File: src/rtl/load_store_unit.sv
// Data-memory initiator: checks funct3/alignment, issues word transactions
// (read-modify-write for SB/SH) and returns extended load data.
module load_store_unit #(
    parameter int ADDR_WIDTH = 32,
    parameter int WORD_WIDTH = 32,
    parameter int TIMEOUT    = 16
) (
    input  logic                  clk,
    input  logic                  rst,
    input  logic                  req_valid,
    output logic                  req_ready,
    input  logic                  req_we,
    input  logic [2:0]            req_funct3,
    input  logic [ADDR_WIDTH-1:0] req_addr,
    input  logic [WORD_WIDTH-1:0] req_wdata,
    output logic                  resp_valid,
    output logic [WORD_WIDTH-1:0] resp_rdata,
    output logic [1:0]            resp_err,
    output logic                  mem_req,
    output logic                  mem_wen,
    output logic [ADDR_WIDTH-3:0] mem_addr,
    output logic [WORD_WIDTH-1:0] mem_wd,
    input  logic [WORD_WIDTH-1:0] mem_rd,
    input  logic                  mem_ack
);

    localparam int CNT_W = (TIMEOUT > 1) ? $clog2(TIMEOUT) : 1;
    localparam logic [CNT_W-1:0] CNT_LAST = CNT_W'(TIMEOUT - 1);

    typedef enum logic [1:0] {S_IDLE, S_RD, S_WR, S_RESP} state_t;

    state_t                state_q, state_d;
    logic                  we_q, we_d;
    logic [2:0]            funct3_q, funct3_d;
    logic [ADDR_WIDTH-1:0] addr_q, addr_d;
    logic [15:0]           wdata_q, wdata_d;
    logic [WORD_WIDTH-1:0] wd_q, wd_d;
    logic [CNT_W-1:0]      cnt_q, cnt_d;
    logic                  mem_req_q, mem_req_d;
    logic                  mem_wen_q, mem_wen_d;
    logic                  resp_valid_q, resp_valid_d;
    logic [WORD_WIDTH-1:0] resp_rdata_q, resp_rdata_d;
    logic [1:0]            resp_err_q, resp_err_d;

    logic                  illegal, misaligned;
    logic [1:0]            lane;
    logic [7:0]            rd_byte;
    logic [15:0]           rd_half;
    logic [WORD_WIDTH-1:0] load_data, merged;

    // Request checks look at the raw inputs so the decision is made on the accept edge
    always_comb begin
        illegal    = req_we ? (req_funct3 >= 3'b011)
                            : (req_funct3 == 3'b011 || req_funct3[2:1] == 2'b11);
        misaligned = (req_funct3[1:0] == 2'b01 && req_addr[0]) ||
                     (req_funct3[1:0] == 2'b10 && req_addr[1:0] != 2'b00);
    end

    always_comb begin
        lane    = addr_q[1:0];
        rd_byte = mem_rd[{lane, 3'b000} +: 8];
        rd_half = addr_q[1] ? mem_rd[31:16] : mem_rd[15:0];
        case (funct3_q)
            3'b000:  load_data = {{24{rd_byte[7]}}, rd_byte};
            3'b100:  load_data = {24'd0, rd_byte};
            3'b001:  load_data = {{16{rd_half[15]}}, rd_half};
            3'b101:  load_data = {16'd0, rd_half};
            default: load_data = mem_rd;
        endcase
        merged = mem_rd;
        if (funct3_q[1:0] == 2'b00)
            merged[{lane, 3'b000} +: 8] = wdata_q[7:0];
        else
            merged[{addr_q[1], 4'b0000} +: 16] = wdata_q;
    end

    always_comb begin
        state_d      = state_q;
        we_d         = we_q;
        funct3_d     = funct3_q;
        addr_d       = addr_q;
        wdata_d      = wdata_q;
        wd_d         = wd_q;
        cnt_d        = cnt_q;
        mem_req_d    = mem_req_q;
        mem_wen_d    = mem_wen_q;
        resp_valid_d = 1'b0;
        resp_rdata_d = '0;
        resp_err_d   = 2'b00;
        case (state_q)
            S_IDLE: begin
                if (req_valid) begin
                    we_d     = req_we;
                    funct3_d = req_funct3;
                    addr_d   = req_addr;
                    wdata_d  = req_wdata[15:0];
                    cnt_d    = '0;
                    if (illegal || misaligned) begin
                        state_d      = S_RESP;
                        resp_valid_d = 1'b1;
                        resp_err_d   = illegal ? 2'b10 : 2'b01;
                    end else if (req_we && req_funct3 == 3'b010) begin
                        state_d   = S_WR;
                        mem_req_d = 1'b1;
                        mem_wen_d = 1'b1;
                        wd_d      = req_wdata;
                    end else begin
                        state_d   = S_RD;
                        mem_req_d = 1'b1;
                        mem_wen_d = 1'b0;
                    end
                end
            end
            S_RD, S_WR: begin
                if (mem_ack) begin
                    cnt_d = '0;
                    if (state_q == S_RD && we_q) begin
                        state_d   = S_WR;
                        mem_wen_d = 1'b1;
                        wd_d      = merged;
                    end else begin
                        state_d      = S_RESP;
                        mem_req_d    = 1'b0;
                        mem_wen_d    = 1'b0;
                        resp_valid_d = 1'b1;
                        resp_rdata_d = (state_q == S_RD) ? load_data : '0;
                    end
                end else if (cnt_q == CNT_LAST) begin
                    state_d      = S_RESP;
                    mem_req_d    = 1'b0;
                    mem_wen_d    = 1'b0;
                    resp_valid_d = 1'b1;
                    resp_err_d   = 2'b11;
                end else begin
                    cnt_d = cnt_q + CNT_W'(1);
                end
            end
            default: state_d = S_IDLE;
        endcase
    end

    always_ff @(posedge clk or posedge rst) begin
        if (rst) begin
            state_q      <= S_IDLE;
            we_q         <= 1'b0;
            funct3_q     <= '0;
            addr_q       <= '0;
            wdata_q      <= '0;
            wd_q         <= '0;
            cnt_q        <= '0;
            mem_req_q    <= 1'b0;
            mem_wen_q    <= 1'b0;
            resp_valid_q <= 1'b0;
            resp_rdata_q <= '0;
            resp_err_q   <= 2'b00;
        end else begin
            state_q      <= state_d;
            we_q         <= we_d;
            funct3_q     <= funct3_d;
            addr_q       <= addr_d;
            wdata_q      <= wdata_d;
            wd_q         <= wd_d;
            cnt_q        <= cnt_d;
            mem_req_q    <= mem_req_d;
            mem_wen_q    <= mem_wen_d;
            resp_valid_q <= resp_valid_d;
            resp_rdata_q <= resp_rdata_d;
            resp_err_q   <= resp_err_d;
        end
    end

    assign req_ready  = (state_q == S_IDLE);
    assign resp_valid = resp_valid_q;
    assign resp_rdata = resp_rdata_q;
    assign resp_err   = resp_err_q;
    assign mem_req    = mem_req_q;
    assign mem_wen    = mem_wen_q;
    assign mem_addr   = addr_q[ADDR_WIDTH-1:2];
    assign mem_wd     = wd_q;

endmodule

File: config.mk
export PLATFORM = sky130hd
export DESIGN_NAME = load_store_unit
export DESIGN_NICKNAME = d
export VERILOG_FILES = /design/src/rtl/load_store_unit.sv
export SDC_FILE = /design/constraint.sdc
export NUM_CORES = 1
export LEC_CHECK = 0
export BUFFER_PORTS_ARGS = -buffer_cell sky130_fd_sc_hd__buf_2
export CORE_MARGIN = 1.5
export CORE_UTILIZATION = 30
export CTS_BUF_LIST = sky130_fd_sc_hd__clkbuf_16
export CTS_CLUSTER_DIAMETER = 60
export DETAILED_ROUTE_END_ITERATION = 8
export GPL_TIMING_DRIVEN = 0
export PLACE_DENSITY_LB_ADDON = 0.15
export SLEW_MARGIN = 20
export SYNTH_ARGS = -nofsm -noshare
export SYNTH_HDL_FRONTEND = slang
export SYNTH_SLANG_ARGS = --single-unit
File: constraint.sdc
create_clock -name clk -period 5.8 [get_ports clk]
set_clock_uncertainty 0.05 [all_clocks]
set_input_delay 0.87 -clock clk [delete_from_list [all_inputs] [get_ports clk]]
set_output_delay 0.87 -clock clk [all_outputs]
set_load 0.02 [all_outputs]
Yosys cells after proc, flatten, opt, wreduce, memory -nomap -nowiden
Cells that the tools add are included.
- register bits: 127
- bits of input ports: 104
- output and inout bits: 100
- word-level logic and storage cells: 110
- $add $sub $neg: 3
- magnitude comparators: 1
- eq/ne operators: 19
- shift operators: 5
- muxes and demuxes: 51
- reduce and logical (&&, ||, !) cells: 19
- operator list (kind ; number):
    2-to-1 mux 32 bit ; 10
    one-hot mux 32 bit (4 select lines) ; 1
    bitwise mux 32 bit ; 2
    one-hot mux 32 bit (2 select lines) ; 1
    variable shift 16 x 7 -> 32 bit (first input constant) ; 1
    variable shift 8 x 7 -> 32 bit (first input constant) ; 1
    indexed part select 16 x 7 -> 32 bit ; 1
    indexed part select 32 x 6 -> 8 bit ; 1
    indexed part select 8 x 7 -> 32 bit ; 1
    2-to-1 mux 2 bit ; 10
    2-to-1 mux 1 bit ; 17
    2-to-1 mux 16 bit ; 1
    negator 5 -> 7 bit ; 2
    2-to-1 mux 4 bit ; 3
    inequality test 3 bit (second input constant) ; 3
    inequality test 2 bit (second input constant) ; 4
    one-hot mux 2 bit (2 select lines) ; 2
    one-hot mux 4 bit (2 select lines) ; 1
    equality test 2 bit (second input constant) ; 3
    equality test 3 x 2 -> 1 bit (second input constant) ; 2
    equality test 3 bit (second input constant) ; 2
    one-hot mux 1 bit (2 select lines) ; 3
    AND reduction 6 bit ; 1
    AND reduction 5 bit ; 1
    15 further kinds ; 24

Depth between registers and ports, before layout
Gate-level depths: netlist of the first run.
- word-level depth: 7
- mapped depth: 9

Least setup slack after synthesis of the first run
No wires, ideal clock.
- path kind: register to register
- start: register addr_q[1]
- end: register wd_q[19] (netlist: mem_wd[19])
- arrival: 2.561 ns
- data required time: 5.660 ns
- setup slack: 3.098 ns
- stages on the path, launching flop included: 10
- path buffers: 3
- period minus slack after synthesis: 2.702 ns
- cells stage by stage: dfrtp_1 -> buf_2 -> buf_2 -> buf_1 -> inv_1 -> ha_1 -> nand3b_1 -> o41ai_2 -> a221oi_1 -> o31ai_4
- cells in the longest elaborated chain, start to end: 7
- elaborated cells between the ends (all ways): 12
- classes of those cells: add/sub: 2; shift: 4; mux: 6
- RTL lines (element ; RTL line ; RTL):
    start: declaration ; 35 ; logic [ADDR_WIDTH-1:0] addr_q, addr_d;
    start signal: assignment ; 160 ; addr_q <= addr_d;
    negator 5 -> 7 bit, on equally long branches ; 74, 72 ;
    indexed part select 16 x 7 -> 32 bit (tied with other cells) ; 74 ; merged[{addr_q[1], 4'b0000} +: 16] = wdata_q;
    bitwise mux 32 bit, on equally long branches ; 74, 72 ;
    2-to-1 mux 32 bit (*) ; 71 ; if (funct3_q[1:0] == 2'b00)
    2-to-1 mux 32 bit (*) ; 117 ; if (state_q == S_RD && we_q) begin
    2-to-1 mux 32 bit (*) ; 115 ; if (mem_ack) begin
    one-hot mux 32 bit (2 select lines) (*) ; 90 ; case (state_q)
    end signal: assignment ; 162 ; wd_q <= wd_d;
    end: declaration ; 37 ; logic [WORD_WIDTH-1:0] wd_q, wd_d;
Mark *: on every way between the ends. The rest lies on a longest branch, timed or not. The select of a mux whose other input is x is not followed.
A chain may end at the register's enable or synchronous reset.

Worst setup path in the final report of the first run
- start: register addr_q[1]
- end: register wd_q[15] (netlist: mem_wd[15])
The elaborated chain is that of the path after synthesis.

==> metrics.cfg, run 1 <==
[global_routing]
grt_start_max_net_pins = 89
grt_pass1_wl_um = 35700
grt_pass1_vias = 5842
antenna_found_initial = 0
overflow = 0
gr-usage-all-layers = 0.202

[min_path]
hold_path.class = input port to async pin

[logic_synthesis]
synth_top_cells_by_area = sky130_fd_sc_hd__dfrtp_1 47%, sky130_fd_sc_hd__mux2_2 12%, sky130_fd_sc_hd__a221oi_1 5.1%
synthesis.yosys.warnings = 0
ys_ff_latch = 127
fraction_of_registers_with_async_set_reset = 1.00
synth_sequential_area_ratio = 0.474
post_synth_fa_ha_maj_area_fraction = 0.0168
synthFlopType = sky130_fd_sc_hd__dfrtp_1
yosys-mux-area-fraction = 0.124
yosysTopAreaCellShare = 0.474
synth_xor_area_frac = 0.00131
number_of_flops_mapped_to_enable_cells_by_yosys = 0
postSynthCellCount = 601
netlist-cell-type-count = 57
synth.cell_area_um2 = 6710
synthSimpleGateAreaFrac = 0.0582
synth_top_family_by_area = compound AO/OA/AOI/OAI gates
syn_nets = 714
share_of_the_synthesized_area_in_compound_gates_ao_oa_aoi_oai = 0.249
postSynthAreaPerCell_um2 = 11.2
synth.largest_area_cell = sky130_fd_sc_hd__dfrtp_1

[drt]
avgViaCountPerCell = 5.29
detailroute.via_count = 5912
final_antenna_net_count = 0
drt-total-wl_um = 23400
drc = 0
drt-pass1-iter-count = 5
avgRoutedWirePerCell_um = 20.9
first_iter_violations = 498

[timing]
report.final.setup_viol = 0
final_max_slew_viol_count = 0
worst_pin_slew_ps = 1120
report.final.hold_viol_count = 0
slew_headroom = 0.251
timing.final.crit_share = 0.630
clock.fmax_ghz = 0.274
rsz0062_at_grt = false
period_needed_ps = 3660
setup_total_negative_slack_ps = 0

[pwr]
sw_frac_of_total = 0.459
worst_ir_drop_vdd_v = 0.000235
pwr-share-seq = 0.265
power.internal_mw = 3.05
net-switching-power_mw = 2.58
power_mw = 5.63
clock_power_share = 0.184
combinationalPowerShare = 0.551
power_density_nw_per_um2 = 650
p_leak_nw = 4.14

[setup_path]
reg2reg_to = mem_wd[15]$_DFFE_PP0P_
critical_path_end_type = register
critPathMaxStageDelay_ps = 850
worst_r2r_path_depth = 9
reg2reg_setup_slack_ps = 2140
cpMaxStageDelayCell = sky130_fd_sc_hd__nor3_1
crit-reg2reg-launch = addr_q[1]$_DFFE_PP0P_
worst_ep_arrival_time_ps = 3930
launching_element_type_of_the_critical_path = register
cp.required_ps = 6070
crit_top_cell = sky130_fd_sc_hd__buf_2
crit_chain = buf_2, buf_2, buf_1, inv_1, ha_1, nand2_1, nor3_1, a221oi_1, o31ai_1
worstPathMaxFanout = 10
start_to_end_type_of_the_worst_setup_path = register to register

[run]
max-cap-violations = 0

[finish]
diodes = 0
proportion_of_layout_cells_with_a_drive_suffix_above_1 = 0.444
net_count_final = 937
flow.area_growth_from_synthesis_pct = 29.3

[clocking]
cts_hold_repair_buffers = 0
tritoncts = yes
cts_resized = 0
clkSlewWorstSetupHoldPaths_ps = 60
tritoncts.num_buffers = 17
cts-root-to-sink-buffers = 2
cts.htree.levels = 4
clkSinkCount = 127
postCtsSetupBuffers = 0
clk_root_buffer_cell = sky130_fd_sc_hd__clkbuf_16
worstSkewPairLatency_ps = 420

[placed_design]
gpl.final_weighted_congestion = 0.918
dpl.hpwl_um = 17500
buffer_ports.inserted = 203

[floorplan]
design.core.area_um2 = 21900
start_util = 0.306
placementRows = 54
io_pins = 204
die-area_um2 = 23300
die_y_um = 153
width_of_the_die_um = 153

[status]
run_status = finished, final reports clean

[power by group through the flow]
| stage | combinational [mW] | sequential [mW] | clock, mW |
|---|---|---|---|
| after floorplan | 2.05 | 1.59 | 0 |
| after CTS | 3.11 | 1.48 | 1.06 |
| after global placement | 3.09 | 1.49 | 0 |
| after detailed placement | 3.10 | 1.50 | 0 |
| final | 3.10 | 1.49 | 1.04 |
| after global routing | 3.34 | 1.54 | 1.10 |
[final cells by class]
type                            instances  area [µm²]
Fill cell                            2259       13200
Sequential cell                       127        3180
Multi-Input combinational cell        383        3010
Timing Repair Buffer                  204        1040
Buffer                                 71         442
Clock buffer                           17         425
Tap cell                              280         350
Clock inverter                         15         136
Inverter                               20        82.6
[synthesized netlist by cell type (all sizes together) (5+ instances only)]
library cell and count:
a21o 17, nand2 22, clkbuf 18, a221oi 39, a21oi 28, mux2 70, ha 9, dfrtp 127
inv 19, buf 53, nor2 27, nand2b 5, o21ai 50, o22ai 31, o221ai 5, o31ai 34
[sequential cells by signal (all words and copies together) (netlist names)]
name and flops:
we_q 1, resp_valid 1, funct3_q 3, resp_err 2, resp_rdata 32, mem_wen 1
addr_q 32, wdata_q 16, mem_wd 32, cnt_q 4, mem_req 1, state_q 2
[critical path, delay by kind of cell (launching register included)]
kind	cells	cell delay, ps
flip-flops	1	460
adder cells (fa/ha/maj)	1	400
buffers and inverters	4	1210
AO/OA/AOI/OAI	2	520
AND/OR/NAND/NOR	2	910
[kinds of logic (layout without fill, tap and decap cells)]
kind of cell	count (synthesis)	in the layout
adder cells (fa/ha/maj)	9	9
flip-flops	127	127
buffers and inverters	91	327
XOR/XNOR	1	1
AO/OA/AOI/OAI	223	223
AND/OR/NAND/NOR	78	78
multiplexers	72	72
[per-stage QoR]
stage	std cells	setup slack (ps)	util	area, µm²	hold WS, ps
after CTS	1117	2230	0.396	8670	380
after detailed placement	1085	2250	0.370	8110	446
final	1117	2140	0.396	8670	377
after global routing	1117	1930	0.396	8670	383
after global placement	1084	-442	0.369	8070	441
after floorplan	601	1500	-	6710	426
[placed cells by master (no fill, tap or decap), types with 2 or more instances in the layout]
cell type,netlist,layout
sky130_fd_sc_hd__buf_2,13,216
sky130_fd_sc_hd__dfrtp_1,127,127
sky130_fd_sc_hd__mux2_2,69,69
sky130_fd_sc_hd__o21ai_0,49,49
sky130_fd_sc_hd__a221oi_1,39,39
sky130_fd_sc_hd__o22ai_1,31,31
sky130_fd_sc_hd__buf_4,30,30
sky130_fd_sc_hd__a21oi_1,28,28
sky130_fd_sc_hd__nor2_1,27,27
sky130_fd_sc_hd__o31ai_1,24,24
sky130_fd_sc_hd__nand2_1,22,22
sky130_fd_sc_hd__clkbuf_1,18,18
sky130_fd_sc_hd__inv_1,18,17
sky130_fd_sc_hd__a21o_1,17,17
sky130_fd_sc_hd__clkbuf_16,0,17
sky130_fd_sc_hd__o31ai_4,9,9
sky130_fd_sc_hd__ha_1,9,9
sky130_fd_sc_hd__buf_1,5,5
sky130_fd_sc_hd__nand2b_1,5,5
sky130_fd_sc_hd__o221ai_1,5,5
sky130_fd_sc_hd__buf_6,4,4
sky130_fd_sc_hd__a31oi_1,4,4
sky130_fd_sc_hd__nor3_1,4,4
sky130_fd_sc_hd__clkinvlp_4,0,4
sky130_fd_sc_hd__inv_6,0,4
sky130_fd_sc_hd__clkinv_1,1,3
sky130_fd_sc_hd__nand3_1,3,3
sky130_fd_sc_hd__a32oi_1,3,3
sky130_fd_sc_hd__a211oi_1,3,3
sky130_fd_sc_hd__and3_1,2,2
sky130_fd_sc_hd__and2_1,2,2
sky130_fd_sc_hd__mux4_2,2,2
sky130_fd_sc_hd__inv_8,0,2
sky130_fd_sc_hd__clkinv_4,0,2
[how the worst max path moves through the flow]
stage / end / start / cells after the start / slack, ps
after detailed placement: mem_wd[15]$_DFFE_PP0P_ / addr_q[1]$_DFFE_PP0P_ / 9 / 2250
final: mem_wd[15]$_DFFE_PP0P_ / addr_q[1]$_DFFE_PP0P_ / 9 / 2140
after floorplan: addr_q[0]$_DFFE_PP0P_ / rst / 1 / 1500
after CTS: mem_wd[13]$_DFFE_PP0P_ / addr_q[1]$_DFFE_PP0P_ / 9 / 2230
after global routing: mem_wd[8]$_DFFE_PP0P_ / addr_q[1]$_DFFE_PP0P_ / 9 / 1930
after global placement: addr_q[27]$_DFFE_PP0P_ / rst / 2 / -440
[metal layers]
metal,global-route usage,up-vias,wire length (µm)
met2,0.307,270,10300
met1,0.279,2908,10800
met5,0,-,0
met4,0.0650,0,534
li1,-,2702,-
met3,0.0552,32,1680
No activity file was read; power rests on OpenSTA's default activity.
==> run 2: changes to the inputs <==
--- a/config.mk
+++ b/config.mk
@@ -5,6 +5,7 @@
 export SDC_FILE = /design/constraint.sdc
 export NUM_CORES = 1
 export LEC_CHECK = 0
+export ABC_AREA = 1
 export BUFFER_PORTS_ARGS = -buffer_cell sky130_fd_sc_hd__buf_2
 export CORE_MARGIN = 1.5
 export CORE_UTILIZATION = 30
==> constraint.sdc (replaced) <==
create_clock -name clk -period 3.6 [get_ports clk]
set_clock_uncertainty 0.05 [all_clocks]
set_input_delay 0.54 -clock clk [delete_from_list [all_inputs] [get_ports clk]]
set_output_delay 0.54 -clock clk [all_outputs]
set_load 0.02 [all_outputs]
==> run 2 against run 1 <==
Via count up 32%. Register-to-register slack worse by 1300 ps. Cell count up 52%. First-iteration DRC count unchanged. Sequential share of layout area down 4.4 points. Critical path depth up 2. Non-clock buffer count up 21. Total power up 78%.
==> metrics.cfg, run 2 <==
[pwr]
worst_ir_drop_vdd_v = 0.000326  ; was 0.000235 V
power_density_nw_per_um2 = 1020  ; was 650 nW/µm²
p_leak_nw = 5.67  ; was 4.14 nW
power_mw = 10.0  ; was 5.63 mW

[timing]
setup_total_negative_slack_ps = 0  ; unchanged
rsz0062_at_grt = false  ; unchanged
setup_ws_ps = 824  ; was 2140 ps
clock.fmax_ghz = 0.360  ; was 0.274 GHz
period_needed_ps = 2780  ; was 3660 ps
report.final.setup_viol = 0  ; unchanged
timing.final.crit_share = 0.771  ; was 0.630
fin_worst_hold_slack_ps = 9.38  ; was 377 ps
worst_pin_slew_ps = 622  ; was 1120 ps
slew_headroom = 0.585  ; was 0.251
report.final.hold_viol_count = 0  ; unchanged
final_max_slew_viol_count = 0  ; unchanged

[placed_design]
gpl.final_weighted_congestion = 0.885  ; was 0.918
dpl.hpwl_um = 21700  ; was 17,500 µm
place_ws_ps = 863  ; was 2250 ps
buffer_ports.inserted = 203  ; unchanged

[global_routing]
overflow = 0  ; unchanged
grt_pass1_wl_um = 42200  ; was 35,700 µm
grt_pass1_vias = 7581  ; was 5,842
grt_start_max_net_pins = 35  ; was 89
antenna_found_initial = 1  ; was 0
gr-usage-all-layers = 0.209  ; was 0.202

[logic_synthesis]
postSynthCellCount = 1126  ; was 601
netlist-cell-type-count = 32  ; was 57
yosysTopAreaCellShare = 0.410  ; was 0.474
post-synth-top-count-cell = sky130_fd_sc_hd__nand2_1  ; was sky130_fd_sc_hd__dfrtp_1
synthFlopType = sky130_fd_sc_hd__dfrtp_1  ; unchanged
ys_ff_latch = 127  ; unchanged
synth_sequential_area_ratio = 0.410  ; was 0.474
synth_xor_area_frac = 0  ; was 0.00131
synthSimpleGateAreaFrac = 0.350  ; was 0.0582
synthesis.yosys.warnings = 0  ; unchanged
syn_nets = 1239  ; was 714
synth.cell_area_um2 = 7750  ; was 6710 µm²
synth_top_cells_by_area = sky130_fd_sc_hd__dfrtp_1 41%, sky130_fd_sc_hd__nand2_1 23%, sky130_fd_sc_hd__nand3_1 6.5%  ; was sky130_fd_sc_hd__dfrtp_1 47%, sky130_fd_sc_hd__mux2_2 12%, sky130_fd_sc_hd__a221oi_1 5.1%
post_synth_fa_ha_maj_area_fraction = 0.0145  ; was 0.0168
netlist_top_cells_count = 466 x sky130_fd_sc_hd__nand2_1, 127 x sky130_fd_sc_hd__dfrtp_1, 100 x sky130_fd_sc_hd__nand3_1  ; was 127 x sky130_fd_sc_hd__dfrtp_1, 69 x sky130_fd_sc_hd__mux2_2, 49 x sky130_fd_sc_hd__o21ai_0
synth_top_family_by_area = simple AND/OR/NAND/NOR gates  ; was compound AO/OA/AOI/OAI gates
synth.largest_area_cell = sky130_fd_sc_hd__dfrtp_1  ; unchanged
yosys-mux-area-fraction = 0  ; was 0.124
postSynthAreaPerCell_um2 = 6.89  ; was 11.2 µm²
fraction_of_registers_with_async_set_reset = 1.00  ; unchanged
share_of_the_synthesized_area_in_compound_gates_ao_oa_aoi_oai = 0.0994  ; was 0.249
number_of_flops_mapped_to_enable_cells_by_yosys = 0  ; unchanged

[finish]
mostFrequentLayoutCell = sky130_fd_sc_hd__nand2_1  ; was sky130_fd_sc_hd__buf_2
flow.area_growth_from_synthesis_pct = 27.0  ; was 29.3%
proportion_of_layout_cells_with_a_drive_suffix_above_1 = 0.272  ; was 0.444
net_count_final = 1465  ; was 937
layout.cells.most_common_list = 466 x sky130_fd_sc_hd__nand2_1, 235 x sky130_fd_sc_hd__buf_2, 127 x sky130_fd_sc_hd__dfrtp_1  ; was 216 x sky130_fd_sc_hd__buf_2, 127 x sky130_fd_sc_hd__dfrtp_1, 69 x sky130_fd_sc_hd__mux2_2

[clocking]
cts-root-to-sink-buffers = 2  ; unchanged
clkSlewWorstSetupHoldPaths_ps = 60  ; about the same
clk_root_buffer_cell = sky130_fd_sc_hd__clkbuf_16  ; unchanged
tritoncts = yes  ; unchanged
tritoncts.num_buffers = 17  ; unchanged
clkSinkCount = 127  ; unchanged
cts_resized = 0  ; unchanged
worstSkewPairLatency_ps = 430  ; was 420 ps
cts.htree.levels = 4  ; unchanged
postCtsSetupBuffers = 0  ; unchanged
cts_hold_repair_buffers = 0  ; unchanged

[setup_path]
start_to_end_type_of_the_worst_setup_path = register to register  ; unchanged
cpMaxStageDelayCell = sky130_fd_sc_hd__nor2_1  ; was sky130_fd_sc_hd__nor3_1
worst_ep_arrival_time_ps = 3090  ; was 3930 ps
critPathMaxStageDelay_ps = 460  ; was 850 ps
worstPathMaxFanout = 10  ; unchanged
crit_chain = buf_2, buf_2, clkinv_1, ha_1, nor2_1, nand3_1, nand2_1, nand3_1, nand2_1, nand3_1, nand2_1  ; was buf_2, buf_2, buf_1, inv_1, ha_1, nand2_1, nor3_1, a221oi_1, o31ai_1
critical_path_end_type = register  ; unchanged
launching_element_type_of_the_critical_path = register  ; unchanged
cp.required_ps = 3920  ; was 6070 ps

[drt]
drc = 0  ; unchanged
avgViaCountPerCell = 4.60  ; was 5.29
detailroute.via_count = 7795  ; was 5,912
final_antenna_net_count = 0  ; unchanged
drt-total-wl_um = 27300  ; was 23,400 µm
drt-pass1-iter-count = 5  ; unchanged
first_iter_violations = 498  ; unchanged
avgRoutedWirePerCell_um = 16.1  ; was 20.9 µm

[floorplan]
die-area_um2 = 26800  ; was 23,300 µm²
width_of_the_die_um = 164  ; was 153 µm
placementRows = 58  ; was 54
die_y_um = 164  ; was 153 µm
io_pins = 204  ; unchanged
design.core.area_um2 = 25300  ; was 21,900 µm²
start_util = 0.307  ; was 0.306

[min_path]
hold_path.class = input port to async pin  ; unchanged

[status]
run_status = finished, final reports clean  ; unchanged

[run]
max-cap-violations = 0  ; unchanged

==> run 2: cell type report <==
cell class / count / area (µm²)
sequential: 127 / 3180
clock buffer: 17 / 425
inverter: 116 / 439
timing repair buffer: 207 / 1100
multi-input combinational: 794 / 3600
clock inverter: 15 / 150
fill: 2804 / 15400
tap: 330 / 413
buffer: 89 / 543
antenna: 1 / 2.50
==> run 2: final timing paths <==
check                      slack (ps)                     end             startpoint  depth (start not counted)
min                                 9  mem_wd[22]$_DFFE_PP0P_                    rst                          2
min reg2reg                       420   mem_wd[8]$_DFFE_PP0P_  mem_wd[8]$_DFFE_PP0P_                          2
min in group clk                  240  addr_q[21]$_DFFE_PP0P_           req_addr[21]                          3
max                               820   mem_wd[6]$_DFFE_PP0P_  addr_q[0]$_DFFE_PP0P_                         11
max reg2reg                       820   mem_wd[6]$_DFFE_PP0P_  addr_q[0]$_DFFE_PP0P_                         11
max in group asynchronous        2800   addr_q[3]$_DFFE_PP0P_                    rst                          4
==> run 2: critical path: cells and delay by family, from the launching register on <==
family	cells	cell delay (ps)
buffers and inverters	3	790
and+or+nand+nor	7	1010
adders and majority gates	1	440
DFF	1	410
==> run 2: cell families after synthesis <==
family | after synthesis
adder cells (fa/ha/maj) | 9
AO/OA/AOI/OAI | 131
flip-flops | 127
buffers and inverters | 205
AND/OR/NAND/NOR | 654
==> run 2: where the power goes <==
part / leakage [nW] / switching [mW] / internal [mW]
registers: 1.64 / 0.391 / 1.98
clock network: 0.276 / 0.752 / 0.972
logic: 3.75 / 3.96 / 1.98
==> run 2: through the flow <==
stage | cells | utilization | instance area [µm²]
floorplan | 1126 | - | 7760
global placement | 1659 | 0.364 | 9190
detailed placement | 1663 | 0.367 | 9270
CTS | 1695 | 0.390 | 9840
global route | 1695 | 0.390 | 9840
finish | 1696 | 0.390 | 9850
==> run 2: layer usage <==
| layer | track usage | part of all wire | vias up |
|---|---|---|---|
| met4 | 0.0661 | 0.018 | 0 |
| met3 | 0.0414 | 0.061 | 27 |
| met2 | 0.334 | 0.45 | 229 |
| met1 | 0.282 | 0.47 | 3589 |
| met5 | 0 | 0 | - |
| li1 | - | - | 3950 |
==> run 3: changes to the inputs <==
==> constraint.sdc (replaced) <==
create_clock -name clk -period 2.4 [get_ports clk]
set_clock_uncertainty 0.05 [all_clocks]
set_input_delay 0.36 -clock clk [delete_from_list [all_inputs] [get_ports clk]]
set_output_delay 0.36 -clock clk [all_outputs]
set_load 0.02 [all_outputs]
==> run 3 against run 2 <==
Utilization grew 0.15 points. Die area is the same. Combinational power grew 51%. Via count shrank 0.42%. Critical path type unchanged. Critical endpoint is now mem_wd[19]$_DFFE_PP0P_.
==> metrics.cfg, run 3 (synthesis results as in run 2) <==
[global_routing]
antenna_found_initial = 1  ; unchanged
grt_pass1_wl_um = 42200  ; about the same
use_met1 = 0.282  ; about the same
grt_start_max_net_pins = 35  ; unchanged
grt_pass1_vias = 7585  ; was 7,581
overflow = 0  ; unchanged
met2_usage = 0.335  ; was 0.334
grtUsageMet3 = 0.0414  ; unchanged
grt_busiest_layer = met2  ; unchanged
gr-usage-all-layers = 0.209  ; unchanged

[setup_path]
start_to_end_type_of_the_worst_setup_path = register to register  ; unchanged
worst_setup_path_startpoint = state_q[1]$_DFFE_PP0P_  ; was addr_q[0]$_DFFE_PP0P_
crit-reg2reg-launch = state_q[1]$_DFFE_PP0P_  ; was addr_q[0]$_DFFE_PP0P_
reg2reg_to = mem_wd[19]$_DFFE_PP0P_  ; was mem_wd[6]$_DFFE_PP0P_
cp.required_ps = 2710  ; was 3920 ps
critical_path_end_type = register  ; unchanged
worstPathMaxFanout = 10  ; unchanged
worst_r2r_path_depth = 9  ; was 11
reg2reg_setup_slack_ps = 140  ; was 820 ps
worst_ep_arrival_time_ps = 2570  ; was 3090 ps
launching_element_type_of_the_critical_path = register  ; unchanged

[pwr]
p_leak_nw = 5.67  ; about the same
power_mw = 15.1  ; was 10.0 mW
power_density_nw_per_um2 = 1530  ; was 1020 nW/µm²
worst_ir_drop_vdd_v = 0.000490  ; was 0.000326 V

[timing]
final_max_slew_viol_count = 0  ; unchanged
report.final.hold_viol_count = 0  ; unchanged
timing.final.crit_share = 0.942  ; was 0.771
rsz0062_at_grt = false  ; unchanged
period_needed_ps = 2260  ; was 2780 ps
clock.fmax_ghz = 0.442  ; was 0.360 GHz
slew_headroom = 0.587  ; was 0.585
setup_ws_ps = 138  ; was 824 ps
report.final.setup_viol = 0  ; unchanged
worst_pin_slew_ps = 620  ; was 622 ps

[drt]
avgRoutedWirePerCell_um = 16.1  ; about the same
detailroute.via_count = 7762  ; was 7,795
final_antenna_net_count = 0  ; unchanged
first_iter_violations = 530  ; was 498
drc = 0  ; unchanged
drt-pass1-iter-count = 4  ; was 5
avgViaCountPerCell = 4.58  ; was 4.60
drt-total-wl_um = 27300  ; about the same

[floorplan]
start_util = 0.307  ; unchanged
width_of_the_die_um = 164  ; unchanged
die-area_um2 = 26800  ; unchanged
design.core.area_um2 = 25300  ; unchanged
placementRows = 58  ; unchanged
die_y_um = 164  ; unchanged
io_pins = 204  ; unchanged

[clocking]
tritoncts.num_buffers = 17  ; unchanged
clk_root_buffer_cell = sky130_fd_sc_hd__clkbuf_16  ; unchanged
cts.htree.levels = 4  ; unchanged
postCtsSetupBuffers = 0  ; unchanged
tritoncts = yes  ; unchanged
clkSlewWorstSetupHoldPaths_ps = 70  ; was 60 ps
cts-root-to-sink-buffers = 2  ; unchanged
worstSkewPairLatency_ps = 430  ; about the same
clkSinkCount = 127  ; unchanged

[placed_design]
buffer_ports.inserted = 203  ; unchanged
place_ws_ps = -337  ; was 863 ps
gpl.final_weighted_congestion = 0.885  ; unchanged
post-place-cells = 1663  ; unchanged
placement.cell_area_um2 = 9270  ; unchanged
dpl.hpwl_um = 21700  ; unchanged

[finish]
multiInputGateArea_um2 = 3620  ; was 3600 µm²
flow.area_growth_from_synthesis_pct = 27.4  ; was 27.0%
utilization = 0.391  ; was 0.390
mostFrequentLayoutCell = sky130_fd_sc_hd__nand2_1  ; unchanged
proportion_of_layout_cells_with_a_drive_suffix_above_1 = 0.277  ; was 0.272
final_cell_area_um2 = 9880  ; was 9850 µm²
layout.cells.most_common_list = 465 x sky130_fd_sc_hd__nand2_1, 232 x sky130_fd_sc_hd__buf_2, 127 x sky130_fd_sc_hd__dfrtp_1  ; was 466 x sky130_fd_sc_hd__nand2_1, 235 x sky130_fd_sc_hd__buf_2, 127 x sky130_fd_sc_hd__dfrtp_1
layout.cells.non_filler = 1696  ; unchanged
fillers = 2799  ; was 2,804
net_count_final = 1465  ; unchanged
seq_area_um2 = 3180  ; unchanged

[min_path]
endpoint_with_the_worst_hold_slack = addr_q[21]$_DFFE_PP0P_
hp-start = req_addr[21]
hold_path_depth = 3
hold_path.class = input port to register  ; was input port to async pin

[status]
run_status = finished, final reports clean  ; unchanged

[run]
max-cap-violations = 0  ; unchanged

[run 3: power breakdown]
group,internal (mW),switching (mW)
logic,3.01,5.98
registers,2.97,0.587
clock network,1.46,1.13
total,7.43,7.70
[run 3: per-layer routing]
metal	wire, µm	share of wire
met3	1630	0.060
met5	0	0
met4	517	0.019
met2	12400	0.46
met1	12700	0.47
[run 3: worst max path at each step]
stage / end / slack [ps] / cells after the start
detailed placement: mem_wd[7]$_DFFE_PP0P_ / -340 / 11
global route: mem_wd[20]$_DFFE_PP0P_ / 30 / 12
floorplan: mem_wd[0]$_DFFE_PP0P_ / 260 / 11
CTS: mem_wd[29]$_DFFE_PP0P_ / 30 / 11
finish: mem_wd[19]$_DFFE_PP0P_ / 140 / 9
global placement: mem_wd[13]$_DFFE_PP0P_ / -580 / 2
[run 3: metrics by stage]
step	TNS, ps	hold slack [ps]
after global routing	0	61.3
after detailed placement	-5760	287
after global placement	-77640	410
after floorplan	0	400
after CTS	0	47.4
final	0	62.7
[run 3: layout make-up]
type,instances,share of cell area
Clock buffer,17,0.0430
Multi-Input combinational cell,794,0.366
Inverter,116,0.0447
Tap cell,330,0.0418
Sequential cell,127,0.322
Antenna cell,1,0.000253
Timing Repair Buffer,208,0.112
Clock inverter,15,0.0152
Buffer,88,0.0557
[run 3: worst max-delay path: stages, from the launching register on]
cell and delay [ps]:
sky130_fd_sc_hd__dfrtp_1 400, sky130_fd_sc_hd__inv_1 80, sky130_fd_sc_hd__ha_1 360, sky130_fd_sc_hd__buf_2 230, sky130_fd_sc_hd__inv_2 150, sky130_fd_sc_hd__clkbuf_1 500
sky130_fd_sc_hd__a21oi_1 80, sky130_fd_sc_hd__nand2_1 130, sky130_fd_sc_hd__nand2_1 70, sky130_fd_sc_hd__o21ai_2 130
[run 3: timing repair]
item,CTS,global route
resized for setup,4,11
setup endpoints to repair,32,32
pin swaps,0,0
hold endpoints to repair,8,0
hold buffers,1,0
